===== config.mk =====
export PLATFORM = sky130hd
export DESIGN_NAME = ppfifo_read_arbiter_flat
export DESIGN_NICKNAME = d
export VERILOG_FILES = /design/src/rtl/ppfifo_read_arbiter_if.sv /design/src/rtl/ppfifo_read_arbiter.sv /design/src/flat_wrapper.sv
export SDC_FILE = /design/constraint.sdc
export NUM_CORES = 1
export LEC_CHECK = 0
export ABC_AREA = 1
export CELL_PAD_IN_SITES_DETAIL_PLACEMENT = 0
export CELL_PAD_IN_SITES_GLOBAL_PLACEMENT = 1
export CORE_ASPECT_RATIO = 1.5
export CORE_MARGIN = 8
export CORE_UTILIZATION = 22
export DETAILED_ROUTE_END_ITERATION = 8
export PLACE_DENSITY = 0.8
export SYNTH_ARGS = -nofsm -noshare
export SYNTH_HDL_FRONTEND = slang
export SYNTH_SLANG_ARGS = --single-unit

===== constraint.sdc =====
create_clock -name clk -period 3.25 [get_ports clk]
set_input_delay 0.325 -clock clk [delete_from_list [all_inputs] [get_ports clk]]
set_output_delay 0.325 -clock clk [all_outputs]
set_load 0.1 [all_outputs]

===== src/rtl/ppfifo_read_arbiter_if.sv =====
// Shared-port bundle for the ping-pong FIFO read arbiter: upstream channel buses and the
// single downstream port. The arbiter uses the slave modport; the environment uses master.
interface ppfifo_read_arbiter_if #(
  parameter int NUM_CH = 4,
  parameter int CH_W   = 2
);
  logic [NUM_CH-1:0]    i_up_rdy;
  logic [NUM_CH-1:0]    o_up_act;
  logic [NUM_CH*24-1:0] i_up_size;
  logic [NUM_CH*32-1:0] i_up_data;
  logic [NUM_CH-1:0]    o_up_stb;
  logic                 o_dn_rdy;
  logic                 i_dn_act;
  logic [23:0]          o_dn_size;
  logic [31:0]          o_dn_data;
  logic                 i_dn_stb;
  logic [CH_W-1:0]      o_channel;
  logic                 o_busy;
  logic                 o_overrun;

  modport master (
    output i_up_rdy, i_up_size, i_up_data, i_dn_act, i_dn_stb,
    input  o_up_act, o_up_stb, o_dn_rdy, o_dn_size, o_dn_data, o_channel, o_busy, o_overrun
  );

  modport slave (
    input  i_up_rdy, i_up_size, i_up_data, i_dn_act, i_dn_stb,
    output o_up_act, o_up_stb, o_dn_rdy, o_dn_size, o_dn_data, o_channel, o_busy, o_overrun
  );
endinterface


===== src/rtl/ppfifo_read_arbiter.sv =====
// Round-robin arbiter granting one whole ping-pong FIFO block at a time from NUM_CH
// upstream channels onto a single downstream read port.
//
// state      | meaning
// IDLE       | no grant; arbitrate when a channel is ready and downstream is not active
// ACTIVATE   | grant asserted; one cycle for the upstream FIFO to present size/data
// OFFER      | block offered downstream (o_dn_rdy high) until the consumer activates
// BUSY       | consumer reading; ends when i_dn_act drops
// RELEASE    | grant dropped; one cycle for the upstream FIFO to swap banks
module ppfifo_read_arbiter #(
  parameter int NUM_CH = 4,
  parameter int CH_W   = 2
) (
  input  logic                  clk,
  input  logic                  rst,
  ppfifo_read_arbiter_if.slave  bus
);

  typedef enum logic [2:0] {
    S_IDLE     = 3'd0,
    S_ACTIVATE = 3'd1,
    S_OFFER    = 3'd2,
    S_BUSY     = 3'd3,
    S_RELEASE  = 3'd4
  } state_t;

  state_t            r_state;
  logic [CH_W-1:0]   r_last;
  logic [CH_W-1:0]   r_channel;
  logic [NUM_CH-1:0] r_up_act;
  logic              r_dn_rdy;
  logic              r_overrun;
  logic [23:0]       r_count;

  logic [CH_W-1:0]   w_grant;
  logic [CH_W-1:0]   w_idx;
  logic              w_found;
  logic [23:0]       w_size;
  logic [31:0]       w_data;
  logic              w_in_xfer;
  logic              w_stb_ok;
  logic              w_route;
  logic              w_drop;

  // First ready channel searching upward from the one after the last grant.
  always_comb begin
    w_grant = '0;
    w_idx   = '0;
    w_found = 1'b0;
    for (int i = 1; i <= NUM_CH; i++) begin
      w_idx = CH_W'((int'(r_last) + i) % NUM_CH);
      if (!w_found && bus.i_up_rdy[w_idx]) begin
        w_found = 1'b1;
        w_grant = w_idx;
      end
    end
  end

  always_comb begin
    w_size = '0;
    w_data = '0;
    for (int k = 0; k < NUM_CH; k++) begin
      if (r_channel == CH_W'(k)) begin
        w_size = bus.i_up_size[k*24 +: 24];
        w_data = bus.i_up_data[k*32 +: 32];
      end
    end
  end

  // Strobes during reset are discarded so no word is lost mid-block.
  assign w_in_xfer = (r_state == S_OFFER) || (r_state == S_BUSY);
  assign w_stb_ok  = bus.i_dn_stb && bus.i_dn_act && w_in_xfer && !rst;
  assign w_route   = w_stb_ok && (r_count < w_size);
  assign w_drop    = w_stb_ok && !(r_count < w_size);

  always_ff @(posedge clk) begin
    if (rst) begin
      r_state   <= S_IDLE;
      r_last    <= CH_W'(NUM_CH - 1);
      r_channel <= '0;
      r_up_act  <= '0;
      r_dn_rdy  <= 1'b0;
      r_overrun <= 1'b0;
      r_count   <= '0;
    end else begin
      if (w_route) r_count <= r_count + 24'd1;
      if (w_drop) r_overrun <= 1'b1;
      case (r_state)
        S_IDLE: begin
          if (w_found && !bus.i_dn_act) begin
            r_channel <= w_grant;
            r_up_act  <= NUM_CH'(1) << w_grant;
            r_state   <= S_ACTIVATE;
          end
        end
        S_ACTIVATE: begin
          r_count  <= '0;
          r_dn_rdy <= 1'b1;
          r_state  <= S_OFFER;
        end
        S_OFFER: begin
          if (bus.i_dn_act) begin
            r_dn_rdy <= 1'b0;
            r_state  <= S_BUSY;
          end
        end
        S_BUSY: begin
          if (!bus.i_dn_act) begin
            r_up_act <= '0;
            r_last   <= r_channel;
            r_state  <= S_RELEASE;
          end
        end
        S_RELEASE: r_state <= S_IDLE;
        default:   r_state <= S_IDLE;
      endcase
    end
  end

  assign bus.o_up_act  = r_up_act;
  assign bus.o_up_stb  = w_route ? (NUM_CH'(1) << r_channel) : '0;
  assign bus.o_dn_rdy  = r_dn_rdy;
  assign bus.o_dn_size = (r_state == S_IDLE) ? 24'd0 : w_size;
  assign bus.o_dn_data = w_data;
  assign bus.o_channel = r_channel;
  assign bus.o_busy    = (r_state != S_IDLE);
  assign bus.o_overrun = r_overrun;

endmodule

===== src/flat_wrapper.sv =====
// flat-port wrapper written by rule: the top's interface ports become plain ports
module ppfifo_read_arbiter_flat 
#(
  parameter int NUM_CH = 4,
  parameter int CH_W   = 2
)
  (clk, rst, bus_i_up_rdy, bus_i_up_size, bus_i_up_data, bus_i_dn_act, bus_i_dn_stb, bus_o_up_act, bus_o_up_stb, bus_o_dn_rdy, bus_o_dn_size, bus_o_dn_data, bus_o_channel, bus_o_busy, bus_o_overrun);
  ppfifo_read_arbiter_if #(.NUM_CH(NUM_CH), .CH_W(CH_W)) bus_i ();
  input  logic clk;
  input  logic rst;
  input wire logic [$bits(bus_i.i_up_rdy)-1:0] bus_i_up_rdy;
  input wire logic [$bits(bus_i.i_up_size)-1:0] bus_i_up_size;
  input wire logic [$bits(bus_i.i_up_data)-1:0] bus_i_up_data;
  input wire logic [$bits(bus_i.i_dn_act)-1:0] bus_i_dn_act;
  input wire logic [$bits(bus_i.i_dn_stb)-1:0] bus_i_dn_stb;
  output wire logic [$bits(bus_i.o_up_act)-1:0] bus_o_up_act;
  output wire logic [$bits(bus_i.o_up_stb)-1:0] bus_o_up_stb;
  output wire logic [$bits(bus_i.o_dn_rdy)-1:0] bus_o_dn_rdy;
  output wire logic [$bits(bus_i.o_dn_size)-1:0] bus_o_dn_size;
  output wire logic [$bits(bus_i.o_dn_data)-1:0] bus_o_dn_data;
  output wire logic [$bits(bus_i.o_channel)-1:0] bus_o_channel;
  output wire logic [$bits(bus_i.o_busy)-1:0] bus_o_busy;
  output wire logic [$bits(bus_i.o_overrun)-1:0] bus_o_overrun;
  assign bus_i.i_up_rdy = bus_i_up_rdy;
  assign bus_i.i_up_size = bus_i_up_size;
  assign bus_i.i_up_data = bus_i_up_data;
  assign bus_i.i_dn_act = bus_i_dn_act;
  assign bus_i.i_dn_stb = bus_i_dn_stb;
  assign bus_o_up_act = bus_i.o_up_act;
  assign bus_o_up_stb = bus_i.o_up_stb;
  assign bus_o_dn_rdy = bus_i.o_dn_rdy;
  assign bus_o_dn_size = bus_i.o_dn_size;
  assign bus_o_dn_data = bus_i.o_dn_data;
  assign bus_o_channel = bus_i.o_channel;
  assign bus_o_busy = bus_i.o_busy;
  assign bus_o_overrun = bus_i.o_overrun;
  ppfifo_read_arbiter #(.NUM_CH(NUM_CH), .CH_W(CH_W)) u_core (.clk(clk), .rst(rst), .bus(bus_i));
endmodule

==> results.txt <==
* Status: finished, final reports clean
* Number of warnings printed during yosys synthesis: 0
- The cell sitting at the root of the clock tree is a sky130_fd_sc_hd__clkbuf_16.
* Most common library cell in the layout ignoring fill and taps: sky130_fd_sc_hd__clkdlybuf4s50_1
* Relative slew slack: about a third
- Counting tap cells, the placed design contains a total of 1256 instances.
- Fraction of power consumed by combinational cells: 77.7%
- Clock-pin slew of the registers on the worst-case setup and hold paths: 0.05 ns
- STA puts the critical path data arrival time at ~2.9 ns.
* Cell with the largest stage delay on the worst path: sky130_fd_sc_hd__dfxtp_4
- Clock latency on the worst-skew pair, taken at its later pin, is 0.28 ns.
* Initial antenna violation count: 0
* Horizontal die dimension: 129 um
- Number of vias per cell: 4.89
* Largest stage delay on the critical path: 0.40 ns
- In this run the power spent charging and discharging nets is between 0.002 and 0.0025 W.
* Number of global-route vias before repair: approximately 6200
- At the end of routability-driven placement, the weighted congestion stood at just under 1.
* Worst supply voltage drop on vdd: about 0.26 mV
- Clock power share: around 11%
- Fraction of power consumed by sequential logic: around 11%
- Post-route DRC violation count: 0
- Subtracting the final worst setup slack from the clock period gives roughly 3.2 ns.
* Synthesized netlist cell count: 709
* Power Dens Cells: about 490 nW/um^2
- Worst Tran Pin Value: about 1.0 ns
- Worst path cell trace: inv_4 -> buf_12 -> buf_4 -> nand3_1 -> nand2_1 -> a221oi_1 -> buf_4 -> ha_1 -> nand4_1 -> nor3_1 -> buf_4 -> nand2_4 -> nand3_4 -> buf_12 -> nor2_4 -> buf_12
- Count of antenna diodes in the layout: 0
* First-pass DRT Iterations: 5
- Synth Area per Inst: 5.93 um^2
* Overall Global Routing Usage: approximately a fifth
- The top cell types in the final layout, fill and taps aside, are sky130_fd_sc_hd__clkdlybuf4s50_1, sky130_fd_sc_hd__nand2_1, sky130_fd_sc_hd__buf_12.
- Clock Tree Buf Depth: 2
- Number of I/O port buffers: 300
* Number of DRC markers after the initial detailed-route iteration: around 370
* Fraction of power spent switching nets: a little over half
- Hold Fails Final Rpt: 0
* Biggest area consumer among synthesized cells: sky130_fd_sc_hd__nand2_1
- The die covers roughly 24000 um^2.
- Setup skew after layout: 0.00195 ns
- Critical path launch point type: flop
- Once the floorplan was initialized, standard cells occupied 22.2% of the core.
- Floorplan Core Area: ~19000 um^2
- CP Max Fanout: 27
- Setup repair after global routing missed its margin: yes
* Period utilisation layout: a little over nine tenths
- After synthesis, flip-flops and latches occupy between 15 and 20% of the total area.
* Number of different library cells in the post-synthesis netlist: 38
- The worst setup path is of the reg -> out kind.
- Entering global routing, the biggest net connects between 40 and 50 pins.
- Clock tree synthesis inserted a total of 5 buffers.
* Synthesized Nets: approximately 970
- roughly 300 I/O pins were placed.
- Summed over all cells, the static leakage comes to ~3.6 nW.
- STA puts the critical path data required time at around 3 ns.
- Max Fclk: between 300 and 400 MHz
* Cell Count, Final, Fillers Out: around 1300
- Detailed-route wire length: around 26000 um
- Cell types occupying the most area after synthesis: sky130_fd_sc_hd__nand2_1, sky130_fd_sc_hd__dfxtp_1, sky130_fd_sc_hd__a21oi_1, sky130_fd_sc_hd__nand3_1, sky130_fd_sc_hd__nand4_1
- After detailed routing, the average wire length per cell comes to 20.1 um.
- GRT overflow: 0
* Critical Path End Type: output port
- Count of hold-fix buffers inserted at cts: 0
* Row cnt: slightly above 60
- CTS tree: done
* Cell area after synthesis: between 4000 and 5000 um^2
- Number of maximum-capacitance constraint violations: 0
- The tightest min-delay check is of the reg -> reg type.
- The final route contains approximately 6300 vias.
- The total count of max-transition violations in the final report is 0.
- Hold is met by roughly 0.47 ns.
* Deepest level of the CTS H-tree: 2
- Cells with a size suffix above 1 make up between 10% and 20% of the layout.
- Count of nets left with antenna violations after detail routing: 0
- From bottom edge to top edge, the die measures between 150 and 200 um.
- The internal portion of the total power is 0.00206 W.
* Net total in the final layout: 1297
- Global-route wire length before repair: about 38000 um
- Layout overhead on the synthesized area: 115%
- The clock drives 37 sinks.
* Final setup viols: 0
* Share of the synthesized area in the top cell type: 18.7%
- Detailed placement HPWL: about 21000 um
- Number of synthesized register bits: 37
==> logic make-up after synthesis <==
| logic type | after synthesis | share of synthesized area [%] |
|---|---|---|
| compound gates | 124 | 17.7 |
| buf+inv | 83 | 8.13 |
| xor+xnor | 22 | 4.76 |
| fa+ha+maj | 24 | 7.15 |
| flops | 37 | 17.6 |
| simple gates | 419 | 44.6 |
==> path summary, 6_finish.rpt <==
path / startpoint / to / slack (ns) / depth (start not counted)
max: u_core.bus.o_channel[1] / bus_o_up_stb[3] / 0.04 / 16
min: u_core.bus.o_up_act[3] / u_core.bus.o_up_act[3] / 0.47 / 2
min reg2reg: u_core.bus.o_up_act[3] / u_core.bus.o_up_act[3] / 0.47 / 2
max reg2reg: u_core.bus.o_channel[1] / u_core.r_count[17] / 0.41 / 17
==> metrics by stage <==
step                      worst slack [ns]  power, W  cell area, um^2  util, %  setup TNS [ns]
after detailed placement           -0.0445   0.00371             8330     44.0         -0.0445
after global routing               -0.0721   0.00458             9050     47.8          -0.224
final                               0.0366   0.00440             9050     47.8               0
after floorplan                     -0.466   0.00233             4340        -           -1.18
after CTS                          0.00159   0.00436             8820     46.6               0
after global placement             -0.0399   0.00371             8330     44.0         -0.0412
==> power groups by stage <==
| stage | Sequential, W | Clock [W] | Combinational [W] |
|---|---|---|---|
| global route | 0.000493 | 0.000518 | 0.00357 |
| detailed placement | 0.000497 | 0 | 0.00321 |
| CTS | 0.000491 | 0.000502 | 0.00336 |
| finish | 0.000491 | 0.000491 | 0.00342 |
| floorplan | 0.000559 | 0 | 0.00177 |
| global placement | 0.000496 | 0 | 0.00321 |
==> layer usage <==
| metal | wire length [um] | up-vias | GRT usage, % |
|---|---|---|---|
| met2 | 13300 | 276 | 37.6 |
| li1 | - | 3128 | - |
| met4 | 782 | 0 | 7.83 |
| met5 | 0 | - | 0 |
| met3 | 2500 | 35 | 5.97 |
| met1 | 9490 | 2900 | 22.3 |
==> worst max-delay path: cells and delay by family (launching register included) <==
family / cells / cell delay (ns)
AO/OA/AOI/OAI: 1 / 0.23
adder cells (fa/ha/maj): 1 / 0.22
flip-flops: 1 / 0.40
buffers and inverters: 7 / 1.09
AND/OR/NAND/NOR: 7 / 0.62
==> state kept, by name, indices dropped and copies added, names as in the netlist <==
name                  count
u_core.r_last             2
u_core.r_count           24
u_core.bus.o_dn_rdy       1
u_core.bus.o_channel      2
u_core.r_state            3
u_core.bus.o_up_act       4
u_core.bus.o_overrun      1
==> final cells by class <==
class / instances / area (um^2)
clock buffers: 7 / 143
flip-flops and latches: 37 / 748
multi-input cells: 590 / 3420
repair buffers: 369 / 4260
inverters: 38 / 153
fillers: 1905 / 9880
well taps: 256 / 320
==> cells in the mapped netlist (all sizes together) <==
library cell and n:
o22ai 1, and2 1, nor3 12, xnor2 9, nor2 69, a221oi 25
clkbuf 31, a211oi 4, nand2 211, a21oi 73, clkinv 1, nor4 5
xor2 13, dfxtp 37, nand4 50, o311ai 1, o21ai 16, ha 24
a31o 1, buf 14, nand3b 2, inv 37, o211ai 3, nand3 68
nor3b 1
==> what timing repair did <==
| action | 4_1_cts | 5_1_grt |
|---|---|---|
| gates resized for setup | 36 | 24 |
| cloned | 1 | 0 |
| pin swaps | 13 | 11 |
| setup buffers | 18 | 16 |
| setup endpoints to repair | 4 | 4 |
Power figures use the tool's default switching activity.
